**src/rtl/config_seq_pkg.sv**
```systemverilog
// config_seq_pkg: shared state encoding and header field layout for the frame sequencer
package config_seq_pkg;
    typedef enum logic [1:0] {IDLE, LOAD, STROBE, SKIP} seqState_t;
    localparam logic [3:0] CFG_MAGIC = 4'hA;
    localparam int MagicLsb = 28;
    localparam int CountLsb = 20;
    localparam int ColumnLsb = 8;
    localparam int IndexLsb = 0;
    localparam int ColumnWidth = 12;
endpackage

```
**src/rtl/config_header_decode.sv**
```systemverilog
// config_header_decode: splits a header word into fields and flags bad magic or out-of-range targets
module config_header_decode
    import config_seq_pkg::*;
#(
    parameter int MaxFramesPerCol = 20,
    parameter int NumColumns = 18
) (
    input  logic [31:0]            word,
    output logic [ColumnWidth-1:0] column,
    output logic [7:0]             index,
    output logic [7:0]             count,
    output logic                   hdrOk,
    output logic                   rangeOk
);
    assign column = word[ColumnLsb +: ColumnWidth];
    assign index = word[IndexLsb +: 8];
    assign count = word[CountLsb +: 8];
    assign hdrOk = word[MagicLsb +: 4] == CFG_MAGIC;
    // count holds N-1, so index+count is the last frame the burst touches
    assign rangeOk = column < ColumnWidth'(NumColumns) && index != 8'd0
        && ({1'b0, index} + {1'b0, count}) <= 9'(MaxFramesPerCol);
endmodule

```
**src/rtl/config_frame_sequencer.sv**
```systemverilog
// config_frame_sequencer: parses headers, assembles frames from the word stream and issues frame strobes
module config_frame_sequencer
    import config_seq_pkg::*;
#(
    parameter int NumberOfRows = 16,
    parameter int MaxFramesPerCol = 20,
    parameter int FrameSelectWidth = 5,
    parameter int NumColumns = 18
) (
    input  logic                                 CLK,
    input  logic                                 resetn,
    input  logic [31:0]                          WriteData,
    input  logic                                 WriteStrobe,
    output logic                                 Ready,
    input  logic                                 ClearError,
    output logic [32*NumberOfRows-1:0]           FrameData,
    output logic [FrameSelectWidth-1:0]          FrameSelect,
    output logic [$clog2(MaxFramesPerCol+1)-1:0] FrameStrobe_I,
    output logic                                 FrameStrobe,
    output logic                                 Busy,
    output logic                                 Error,
    output logic [15:0]                          FramesWritten
);
    localparam int IndexWidth = $clog2(MaxFramesPerCol+1);
    localparam int RowWidth = $clog2(NumberOfRows);
    seqState_t state, nextState;
    logic [RowWidth-1:0] rowCnt;
    logic [7:0] framesLeft;
    logic [ColumnWidth-1:0] hdrColumn;
    logic [7:0] hdrIndex, hdrCount;
    logic hdrOk, rangeOk, accept, lastRow, errSet;
    config_header_decode #(
        .MaxFramesPerCol(MaxFramesPerCol),
        .NumColumns(NumColumns)
    ) headerDecode (
        .word(WriteData),
        .column(hdrColumn),
        .index(hdrIndex),
        .count(hdrCount),
        .hdrOk(hdrOk),
        .rangeOk(rangeOk)
    );
    assign Ready = state != STROBE;
    assign Busy = state != IDLE;
    assign FrameStrobe = state == STROBE;
    assign accept = WriteStrobe && Ready;
    assign lastRow = rowCnt == RowWidth'(NumberOfRows-1);
    always_comb begin
        nextState = state;
        errSet = 1'b0;
        case (state)
            IDLE: if (accept) begin
                errSet = !(hdrOk && rangeOk);
                nextState = !hdrOk ? IDLE : rangeOk ? LOAD : SKIP;
            end
            LOAD: if (accept && lastRow) nextState = STROBE;
            STROBE: nextState = framesLeft != 8'd0 ? LOAD : IDLE;
            SKIP: if (accept && lastRow && framesLeft == 8'd0) nextState = IDLE;
            default: nextState = IDLE;
        endcase
    end
    always_ff @(posedge CLK or negedge resetn) begin
        if (!resetn) state <= IDLE;
        else state <= nextState;
    end
    always_ff @(posedge CLK or negedge resetn) begin
        if (!resetn) begin
            rowCnt <= '0;
            framesLeft <= '0;
            FrameData <= '0;
            FrameSelect <= '0;
            FrameStrobe_I <= '0;
            FramesWritten <= '0;
            Error <= 1'b0;
        end else begin
            Error <= errSet || (Error && !ClearError);
            case (state)
                IDLE: if (accept && hdrOk) begin
                    rowCnt <= '0;
                    framesLeft <= hdrCount;
                    // illegal targets are skipped, so the outputs keep the last legal target
                    if (rangeOk) begin
                        FrameSelect <= FrameSelectWidth'(hdrColumn);
                        FrameStrobe_I <= IndexWidth'(hdrIndex);
                    end
                end
                LOAD: if (accept) begin
                    FrameData[rowCnt*32 +: 32] <= WriteData;
                    rowCnt <= lastRow ? '0 : rowCnt + 1'b1;
                end
                STROBE: begin
                    FramesWritten <= FramesWritten + 16'd1;
                    rowCnt <= '0;
                    if (framesLeft != 8'd0) begin
                        framesLeft <= framesLeft - 8'd1;
                        FrameStrobe_I <= FrameStrobe_I + 1'b1;
                    end
                end
                SKIP: if (accept) begin
                    rowCnt <= lastRow ? '0 : rowCnt + 1'b1;
                    if (lastRow) framesLeft <= framesLeft - 8'd1;
                end
                default: ;
            endcase
        end
    end
endmodule

```
**config.mk**
```make
export PLATFORM = sky130hd
export DESIGN_NAME = config_frame_sequencer
export DESIGN_NICKNAME = d
export VERILOG_FILES = /design/src/rtl/config_seq_pkg.sv /design/src/rtl/config_header_decode.sv /design/src/rtl/config_frame_sequencer.sv
export SDC_FILE = /design/constraint.sdc
export NUM_CORES = 1
export LEC_CHECK = 0
export BUFFER_PORTS_ARGS = -buffer_cell sky130_fd_sc_hd__buf_2
export CORE_AREA = 2 2 222 224
export CTS_CLUSTER_SIZE = 16
export DETAILED_ROUTE_END_ITERATION = 12
export DIE_AREA = 0 0 224 226
export GPL_TIMING_DRIVEN = 0
export PLACE_DENSITY = 0.76
export SLEW_MARGIN = 0
export SYNTH_ARGS = -nofsm -noshare
export SYNTH_HDL_FRONTEND = slang
export SYNTH_SLANG_ARGS = --single-unit
```
**constraint.sdc**
```tcl
create_clock -name CLK -period 2.3 [get_ports CLK]
set_input_delay 0.23 -clock CLK [delete_from_list [all_inputs] [get_ports CLK]]
set_output_delay 0.23 -clock CLK [all_outputs]
set_load 0.05 [all_outputs]
```
**Yosys cells after proc, flatten, opt, wreduce, memory -nomap -nowiden**

Index checks and enable logic that the tools add are counted.

- Word-level logic and storage cells: 81
- Register bits: 553

- Reductions and logical operators: 25
- Order comparisons: 2
- Equality and inequality tests: 15
- Shifts and indexed selects: 2
- Add/sub/neg operators: 6
- Multiplexer cells: 23

Operators with widths:

| cell | number |
|---|---|
| $bwmux W512 | 1 |
| $shift A32 B34 Y512 const A | 1 |
| $shiftx A32 B34 Y512 | 1 |
| $neg A9 Y34 | 1 |
| $mux W8 | 4 |
| $pmux W8 S3 | 1 |
| $add A16 B1 Y16 const B | 1 |
| $ne A2 B2 Y1 const B | 8 |
| $reduce_bool A8 Y1 | 2 |
| $mux W5 | 3 |
| $lt A12 B5 Y1 const B | 1 |
| $mux W4 | 3 |
| $pmux W4 S3 | 1 |
| $mux W2 | 5 |
| $pmux W5 S2 | 1 |
| $add A8 B8 Y9 | 1 |
| $le A9 B5 Y1 const B | 1 |
| $eq A4 B4 Y1 const B | 2 |
| $logic_and A1 B1 Y1 | 8 |
| $logic_not A8 Y1 | 1 |
| $pmux W2 S4 | 1 |
| $sub A8 B1 Y8 const B | 1 |
| $reduce_and A3 Y1 | 2 |
| $add A5 B1 Y5 const B | 1 |
| other kinds (14) | 21 |

**Depth between registers and ports, before layout**

- Depth in word-level cells: 8
- Mapped depth: 11
- Mapped depth without buffers: 8

**Cells and area by module**

A second synthesis with hierarchy kept.

- Cells, all modules: 2,221
- Area total of the unflattened synthesis: 23,004.6 um^2

By module, submodules not included:

| module | area each (um^2) | times used | seq. area each (um^2) | cells each |
|---|---|---|---|---|
| config_frame_sequencer | 22,382.7 | 1 | 13,838.3 | 2,141 |
| config_header_decode | 621.8 | 1 | 0.0 | 80 |

**Worst setup path before layout**

Ideal clock, no wire load.

- Path type: reg2reg
- Start: register rowCnt[0]
- End: register FrameData[325]
- Data arrival time: 2.470 ns
- Data required time: 2.217 ns
- Path slack: -0.253 ns
- Clock period less this slack: 2.553 ns
- Cell stages (with the launch flop): 12
- Buffers on the path: 3
- Library setup time: 0.083 ns
- Cells stage by stage: dfrtp_1 > clkbuf_1 > inv_1 > ha_1 > xnor2_1 > nand2b_1 > nor2_1 > and3_1 > clkbuf_1 > buf_1 > nand3_1 > o21ai_0

- Longest elaborated chain between the ends: 3

RTL lines:

| element | RTL line | RTL |
|---|---|---|
| start: declaration | config_frame_sequencer.sv:27 | `logic [RowWidth-1:0] rowCnt;` |
| start signal: assignment | config_frame_sequencer.sv:89 | `rowCnt <= lastRow ? '0 : rowCnt + 1'b1;` |
| start signal: assignment | config_frame_sequencer.sv:100 | `rowCnt <= lastRow ? '0 : rowCnt + 1'b1;` |
| $neg A9 Y34 * | config_frame_sequencer.sv:88 | `FrameData[rowCnt*32 +: 32] <= WriteData;` |
| $shiftx A32 B34 Y512 or $shift A32 B34 Y512 (tied branches) | config_frame_sequencer.sv:88 |  |
| $bwmux W512 * | config_frame_sequencer.sv:88 |  |
| end signal: indexed assignment | config_frame_sequencer.sv:88 |  |
| end: declaration | config_frame_sequencer.sv:16 | `output logic [32*NumberOfRows-1:0] FrameData,` |

Every way passes the cells marked *; elsewhere a longest branch is shown, timed or not.
A chain may end at the register's enable or synchronous reset.

**Worst setup path after layout**

- Start: register rowCnt[2]
- End: register FrameData[463]

Same word-level chain as after synthesis.

==> impl_metrics.json <==
{
  "status": "complete, but fails checks",
  "failed_checks": "setup timing",
  "syn_area_um2": 22900,
  "grt_pass1_vias": 20600,
  "cts.path.max_buffers": 3,
  "path_buf_inv": 4,
  "synthCells": 2460,
  "die_w_um": 224,
  "num-fill-cells": 3894,
  "dr_wl_met2_um": 40000,
  "die_y_um": 226,
  "stdcell_area_um2": 30300,
  "drt-met1-wl_um": 33500,
  "coreArea_um2": 48300,
  "power_mw": 32.0,
  "r2r-start": "rowCnt[2]$_DFFE_PN0P_",
  "total_leakage_power_nw": 15.2,
  "clockRootBuffer": "clkbuf_16",
  "fp-row-count": 81,
  "totalWireLength_um": 85100,
  "hold_path_class": "in -> reg",
  "fin_ws_ns": -0.0196,
  "min_from": "WriteData[15]",
  "gp_congestion": 0.891,
  "top_layer_used": "met5",
  "yosys.area.top_type": "dfrtp_1",
  "first_pass_iters": 7,
  "drive_gt1_frac": 0.319,
  "routed_via_density": 5.66,
  "via_count": 21600,
  "slew_headroom": 0.360,
  "worstSetupPathType": "reg -> reg",
  "syn_area_per_cell_um2": 9.33,
  "ant_nets": 0,
  "path_cells": "buf_8, nor3_4, ha_4, buf_4, nor3b_4, buf_4, nand3_4, buf_4, o21ai_0",
  "crit_arrival_ns": 2.82,
  "tritoncts": "done",
  "rsz0062_at_grt": "yes",
  "synth_ff_type": "dfrtp_1",
  "grt_max_degree": 129,
  "synth_common_cells": "nand2_1, dfrtp_1, o21ai_0",
  "hold_viol": 0,
  "critical_path.most_common_cell": "buf_4",
  "place_area_um2": 26700,
  "initialDrtViolationCount": 2333,
  "nNetsFinal": 3188,
  "die-area_um2": 50600,
  "initial_core_util": 0.475,
  "clock_latency_ns": 0.61,
  "worst_pin_slew_ns": 0.960,
  "io_buffers": 561,
  "fmax_mhz": 431,
  "track_usage": 0.325,
  "wl_met3_um": 7330,
  "wl_per_cell_um": 22.3,
  "cpMaxStageDelayCell": "dfrtp_2",
  "fin_crit_ns": 2.32,
  "crit_path_end_kind": "flip-flop",
  "seq_area_frac_synth": 0.603,
  "path_delay_family": "buffers and inverters",
  "ys_types": 60,
  "cts_sinks": 553,
  "power_density_nw_per_um2": 1050,
  "clkTransAtPathRegs_ns": 0.06,
  "crit_fanout": 10,
  "h-tree-depth": 2,
  "synth-seq-cells": 553,
  "peakVddDrop_mv": 0.874,
  "yosysTopAreaCellShare": 0.603,
  "ioPinCount": 578,
  "grt-ovfl-total": 0,
  "cp-start-kind": "flip-flop",
  "critPathRequiredTime_ns": 2.80,
  "syn_nets": 2512,
  "max_stage_delay_ns": 0.42,
  "fin_crit_sh": 1.01,
  "area_growth_syn_to_layout_pct": 32.2,
  "grt_pass1_wl_um": 125000,
  "synth_edf_count": 0,
  "drc": 0,
  "yosysWarnings": 0,
  "cts_buffers": 58,
  "synth_area_leaders": "dfrtp_1, nand2_1, o21ai_0",
  "dp_hpwl_um": 60300,
  "slew_violations": 0,
  "antenna_found_initial": 5,
  "cap_violations": 0,
  "cp-startpoint": "rowCnt[2]$_DFFE_PN0P_",
  "skew_ns": 0.0146,
  "setup_viol": 8,
  "synth.most_common_cell": "nand2_1",
  "synth_async_sr_flop_share": 1.00
}
==> placed cells by master (no fill, tap or decap), types with 7 or more instances in the layout <==
cell and count:
nand3_2 7, nand3_1 47, buf_4 77, o21ai_1 79, buf_2 581, nand2b_1 8
clkinv_2 8, nor2_4 16, nor3b_1 7, nand2_4 11, nor2_1 18, clkbuf_4 15
ha_1 11, clkbuf_16 66, inv_1 41, mux2_2 77, dfrtp_1 550, buf_6 20
nand2_1 834, o21ai_0 381, clkbuf_1 64, xnor2_1 10, o22ai_1 7, clkbuf_8 19
a21oi_1 14, nor3_1 7, and2_1 7, buf_1 13, buf_8 13, clkbuf_2 32
==> what timing repair did <==
action / CTS / global route
hold buffers: 5 / 0
resized for setup: 226 / 419
endpoints found under the hold margin: 114 / 0
gates cloned: 2 / 4
buffers inserted: 19 / 24
pin swaps: 12 / 22
endpoints found under the setup margin: 516 / 521
==> where the power goes <==
group	switching, mW	internal [mW]	total [mW]
clock	3.98	5.81	9.79
combinational	7.64	3.05	10.7
sequential	0.713	10.8	11.5
==> layer usage <==
layer | GRT usage | vias to the layer above
li1 | - | 9433
met2 | 0.516 | 1237
met3 | 0.0627 | 287
met4 | 0.169 | 2
met1 | 0.428 | 10600
met5 | 0 | -
==> final timing paths <==
check	depth (start not counted)	endpoint	slack, ns
worst min register to register	2	FrameData[52]$_DFFE_PN0P_	0.47
min in group asynchronous	2	FrameData[31]$_DFFE_PN0P_	0.31
worst min-delay path	3	FrameData[431]$_DFFE_PN0P_	0.04
worst max-delay path	9	FrameData[463]$_DFFE_PN0P_	-0.02
max in group asynchronous	4	FrameData[66]$_DFFE_PN0P_	0.32
worst max register to register	9	FrameData[463]$_DFFE_PN0P_	-0.02
==> registers in the layout, summed over array words and instances, names as in the netlist <==
signal / flops
FrameData: 512
FramesWritten: 16
framesLeft: 8
FrameSelect: 5
FrameStrobe_I: 5
rowCnt: 4
state: 2
Error: 1
==> metrics by stage <==
stage	hold WS, ns	util	TNS (ns)	setup slack [ns]	instances
CTS	0.00708	0.611	0	0.000996	3775
floorplan	-0.0656	-	-0.0544	-0.0183	2460
detailed placement	0.354	0.552	-268.68	-0.861	3647
global placement	0.456	0.550	-5562.25	-9.72	3643
global route	0.0444	0.627	-5.57	-0.101	3808
finish	0.0407	0.627	-0.0802	-0.0196	3809
==> cell type report <==
| type | count | area (µm²) | area share |
|---|---|---|---|
| timing repair buffer | 617 | 3460 | 0.114 |
| clock buffer | 89 | 1800 | 0.0594 |
| sequential | 553 | 13800 | 0.456 |
| antenna | 6 | 15.0 | 0.000495 |
| inverter | 46 | 175 | 0.00577 |
| clock inverter | 16 | 194 | 0.00639 |
| multi-input combinational | 1652 | 8690 | 0.286 |
| tap | 622 | 778 | 0.0257 |
| buffer | 208 | 1380 | 0.0453 |
==> worst register-to-register path, delay by kind of cell (launching register included) <==
| kind | cells | cell delay [ns] |
|---|---|---|
| AOI/OAI and AO/OA | 1 | 0.21 |
| and+or+nand+nor | 3 | 0.60 |
| adders and majority gates | 1 | 0.26 |
| buffers and inverters | 4 | 0.72 |
| DFF | 1 | 0.42 |
==> cells by family after synthesis <==
family	synth area share
compound gates	0.122
buf+inv	0.0426
flops	0.603
simple gates	0.179
mux	0.0382
xor+xnor	0.00649
fa+ha+maj	0.00905
(Power assumes the default switching activity.)
